===== src/rtl/c_rr_packet_arbiter.sv =====
// Round-robin arbiter with packet locking.
// Shares one output resource between num_ports requesters. An unlocked
// winner is chosen by a pointer-masked, two-pass, lowest-index priority
// filter. A winner whose flit is not a tail holds the grant until its tail
// flit is granted, so packets never interleave.
module c_rr_packet_arbiter #(
  parameter  int num_ports = 4,
  localparam int idx_width = (num_ports > 1) ? $clog2(num_ports) : 1
) (
  input  logic                 clk,
  input  logic                 reset,
  input  logic [num_ports-1:0] req,
  input  logic [num_ports-1:0] tail,
  input  logic                 ready,
  output logic [num_ports-1:0] gnt,
  output logic                 gnt_valid,
  output logic [idx_width-1:0] gnt_idx,
  output logic                 locked
);

  // Registered state
  logic [num_ports-1:0] r_prio;      // one-hot priority pointer
  logic                 r_locked;    // packet in progress
  logic [idx_width-1:0] r_owner;     // requester holding the lock
  logic [idx_width-1:0] r_last_idx;  // index of the most recent grant

  // Combinational arbitration signals
  logic [num_ports-1:0] w_mask;
  logic [num_ports-1:0] w_masked;
  logic [num_ports-1:0] w_owner_oh;
  logic [num_ports-1:0] w_gnt;
  logic [num_ports-1:0] w_prio_next;
  logic [idx_width-1:0] w_masked_idx;
  logic [idx_width-1:0] w_req_idx;
  logic [idx_width-1:0] w_win_idx;
  logic                 w_win_valid;
  logic                 w_win_tail;

  // Thermometer mask of indices at or above the priority pointer.
  always_comb begin
    logic acc;
    acc    = 1'b0;
    w_mask = '0;
    for (int i = 0; i < num_ports; i++) begin
      acc       = acc | r_prio[i];
      w_mask[i] = acc;
    end
  end

  // Two independent lowest-index filters (masked and wrap-around) run in
  // parallel; the mux below picks between them.
  always_comb begin
    // NOTE: every combinational output gets a default before any branch,
    // so no path leaves a variable unassigned and no latch is inferred.
    w_masked     = req & w_mask;
    w_masked_idx = '0;
    w_req_idx    = '0;
    // Scan high-to-low so the lowest set index is the last one written.
    for (int i = num_ports - 1; i >= 0; i--) begin
      if (w_masked[i]) w_masked_idx = idx_width'(i);
      if (req[i])      w_req_idx    = idx_width'(i);
    end
  end

  // Winner selection: the owner while locked, otherwise the filter result.
  always_comb begin
    w_owner_oh  = '0;
    for (int i = 0; i < num_ports; i++) begin
      w_owner_oh[i] = (r_owner == idx_width'(i));
    end
    if (r_locked) begin
      w_win_idx   = r_owner;
      w_win_valid = |(req & w_owner_oh);
    end else begin
      w_win_idx   = (|w_masked) ? w_masked_idx : w_req_idx;
      w_win_valid = |req;
    end
  end

  // One-hot grant, tail of the granted flit, and the rotated pointer.
  always_comb begin
    w_gnt       = '0;
    w_prio_next = '0;
    for (int i = 0; i < num_ports; i++) begin
      w_gnt[i] = ready & w_win_valid & (w_win_idx == idx_width'(i));
    end
    for (int i = 0; i < num_ports; i++) begin
      w_prio_next[(i + 1) % num_ports] = w_gnt[i];
    end
    w_win_tail = |(tail & w_gnt);
  end

  assign gnt       = w_gnt;
  assign gnt_valid = |w_gnt;
  assign gnt_idx   = gnt_valid ? w_win_idx : r_last_idx;
  assign locked    = r_locked;

  // State update: only a grant moves the pointer, last index and lock.
  always_ff @(posedge clk or negedge reset) begin
    if (!reset) begin
      // NOTE: sequential state uses non-blocking assignments so every
      // register samples pre-edge values regardless of statement order.
      r_prio     <= num_ports'(1);
      r_locked   <= 1'b0;
      r_owner    <= '0;
      r_last_idx <= '0;
    end else if (gnt_valid) begin
      r_prio     <= w_prio_next;
      r_last_idx <= w_win_idx;
      if (w_win_tail) begin
        r_locked <= 1'b0;
      end else begin
        r_locked <= 1'b1;
        r_owner  <= w_win_idx;
      end
    end
  end

endmodule


===== config.mk =====
export PLATFORM = sky130hd
export DESIGN_NAME = c_rr_packet_arbiter
export DESIGN_NICKNAME = d
export VERILOG_FILES = /design/src/rtl/c_rr_packet_arbiter.sv
export SDC_FILE = /design/constraint.sdc
export NUM_CORES = 1
export LEC_CHECK = 0
export BUFFER_PORTS_ARGS = -buffer_cell sky130_fd_sc_hd__clkbuf_2
export CAP_MARGIN = 10
export CELL_PAD_IN_SITES_DETAIL_PLACEMENT = 1
export CELL_PAD_IN_SITES_GLOBAL_PLACEMENT = 1
export CORE_MARGIN = 10
export CORE_UTILIZATION = 35
export CTS_BUF_LIST = sky130_fd_sc_hd__clkbuf_4
export DETAILED_ROUTE_END_ITERATION = 6
export PLACE_DENSITY = 0.75
export REMOVE_ABC_BUFFERS = 1
export SKIP_LAST_GASP = 1
export SLEW_MARGIN = 20
export SYNTH_ARGS = -nofsm -noshare
export SYNTH_HDL_FRONTEND = slang
export SYNTH_SLANG_ARGS = --single-unit

===== constraint.sdc =====
create_clock -name clk -period 4.6 [get_ports clk]
set_input_delay 0.23 -clock clk [delete_from_list [all_inputs] [get_ports clk]]
set_output_delay 0.23 -clock clk [all_outputs]
set_load 0.1 [all_outputs]

==> flow_summary.toml <==
[run_status]
status = "finished, final reports clean"

[clock_tree]
root_buffer = "clkbuf_4"
cts_tree = "yes"
clock_path_buffers = 2
insertion_delay_ns = 0.26
cts-resized-gates = 0
htreeDepth = 1
clkTransAtPathRegs_ns = 0.07
postCtsHoldBufs = 1
numCtsBuffers = 3
cts_setup_buffers = 0
clock_sinks = 9

[drt]
route.detailed.drc = 0
vias = 677
dr.pass1.iters = 4
wl_per_cell_um = 16.6
ant_nets = 0
via_per_inst = 5.55
totalWireLength_um = 2020
initialDrtViolationCount = 18

[global_route]
grt_antenna_before_repair = 0
grt_pass1_vias = 715
grt_max_degree = 12
grt_usage_pct = 9.99
grt_pass1_wl_um = 3480
overflow = 0

[sta]
rsz0062_at_grt = "false"
drv_slew = 0
min_period_ns = 2.78
setup_viol = 0
tightest_slew_ns = 0.563
finalCritPeriodShare_pct = 60.5
skew_ns = 0.00253
tns_ns = 0
setup_slack_ns = 1.82
maxSlewHeadroom_pct = 62.6
fmax_ghz = 0.360
hold_viol = 0

[worst_setup_path]
cp-endpoint = "gnt[1]"
reg2reg_depth = 6
cp_top_family = "compound AO/OA/AOI/OAI gates"
worstSetupPathType = "reg2out"
worst-path-buf-inv = 2
worstSetupStartpointType = "register"
crit_arrival_ns = 2.55
crit_slowest_cell = "dfstp_2"
critPathLaunch = "r_prio[0]"
worstSetupPathDepth = 6
cp_max_fo = 8
path_cells = "inv_1 > a211o_1 > a31oi_2 > nor2_1 > nor3_1 > clkbuf_2"
rr_endpoint = "locked"
reg2reg_slack_ns = 2.44
regToRegStartpoint = "r_owner[0]"
endpoint_kind = "output pin"
slowest_delay_ns = 0.55
required_ns = 4.37

[cells_and_area]
final_common_cell = "clkbuf_2"
area_growth_pct = 21.5
diodes = 0
layout-drive-gt1-share_pct = 32.6
fillers = 253
nNetsFinal = 107
final_cell_mix = "18 x clkbuf_2, 8 x nor2_1, 8 x dfrtp_1"

[die]
coreArea_sq_um = 1920
die_x_um = 64.6
start_util_pct = 36.3
dieArea_sq_um = 4180
ioPinCount = 19
std_cell_rows = 16
floorplan.die.height_um = 64.6

[placed_design]
gp_congestion = 0.863
port_buffers = 18
pre_cts_ws_ns = 2.13
dpl.hpwl_um = 1600

[synthesis]
synth_edf_count = 0
synthCells = 73
async_flop_share_pct = 100
synth_area_per_cell_sq_um = 9.55
netlist_area_sq_um = 697
yosys_warnings = 0
ys_seq_elements = 9
ys.flop_type = "dfrtp_1"
ys_seq_area_share_pct = 32.5
yosysUniqueCellTypes = 42

[run]
cap_violations = 0

[min_path]
hp-class = "in2reg"
hold_depth = 4
[worst register-to-register path, stage by stage (launching register included)]
cell and delay, ns:
dfrtp_1 0.45, mux4_2 0.55, nand2b_1 0.19, nand2b_2 0.21
inv_1 0.16, o21a_1 0.15, a221o_1 0.33
[cell families (layout without fill, tap and decap cells)]
family | Yosys count | count (layout) | share of synthesized area, %
compound gates | 26 | 26 | 31.2
mux | 3 | 3 | 6.10
simple gates | 29 | 29 | 25.9
buf+inv | 6 | 28 | 4.31
flops | 9 | 9 | 32.5
[cell usage after synthesis, drive strengths merged, types with 2 or more instances]
library cell | n | area [sq um]
mux2i | 2 | 20.0
nand2b | 4 | 27.5
inv | 5 | 18.8
o21ai | 5 | 28.8
a22o | 2 | 17.5
nor2 | 8 | 30.0
nor4b | 2 | 32.5
nand2 | 4 | 15.0
nor3 | 3 | 15.0
a21oi | 2 | 10.0
dfrtp | 8 | 200
[how the worst min path moves through the flow]
| stage | endpoint | from |
|---|---|---|
| 6_report | r_owner[0] | tail[3] |
| 3_3_place_gp | r_last_idx[1] | reset |
| 5_1_grt | r_last_idx[1] | reset |
| 2_1_floorplan | locked | reset |
| 4_1_cts | r_owner[0] | tail[3] |
| 3_5_place_dp | r_last_idx[1] | reset |
[flip-flops by register name, indices dropped and copies added (netlist names)]
| register | count |
|---|---|
| r_last_idx | 2 |
| r_owner | 2 |
| r_prio | 4 |
| locked | 1 |
[area by class of cell]
| class | instances | area, sq um | area share [%] |
|---|---|---|---|
| Clock inverter | 1 | 5.00 | 0.591 |
| Sequential cell | 9 | 226 | 26.7 |
| Tap cell | 27 | 33.8 | 3.99 |
| Multi-Input combinational cell | 58 | 440 | 52.0 |
| Inverter | 5 | 18.8 | 2.22 |
| Timing Repair Buffer | 19 | 100 | 11.8 |
| Clock buffer | 3 | 22.5 | 2.66 |
[through the flow]
step	utilization (%)	std cells	cell area, sq um	hold WS, ns
3_3_place_gp	42.1	117	810	0.0996
2_1_floorplan	-	72	686	-0.0656
4_1_cts	44.1	122	847	0.328
5_1_grt	44.1	122	847	0.368
3_5_place_dp	42.1	117	810	0.100
6_report	44.1	122	847	0.331
[metal layers]
| metal | vias up | share of wire [%] | GRT usage (%) |
|---|---|---|---|
| met3 | 0 | 5.7 | 2.75 |
| li1 | 334 | - | - |
| met1 | 327 | 46 | 12.3 |
| met2 | 16 | 48 | 16.4 |
| met4 | 0 | 0 | 3.21 |
| met5 | - | 0 | 0 |
Power is not shown: default switching activity piles up to over one toggle a cycle in this logic, so the estimate is an artifact.
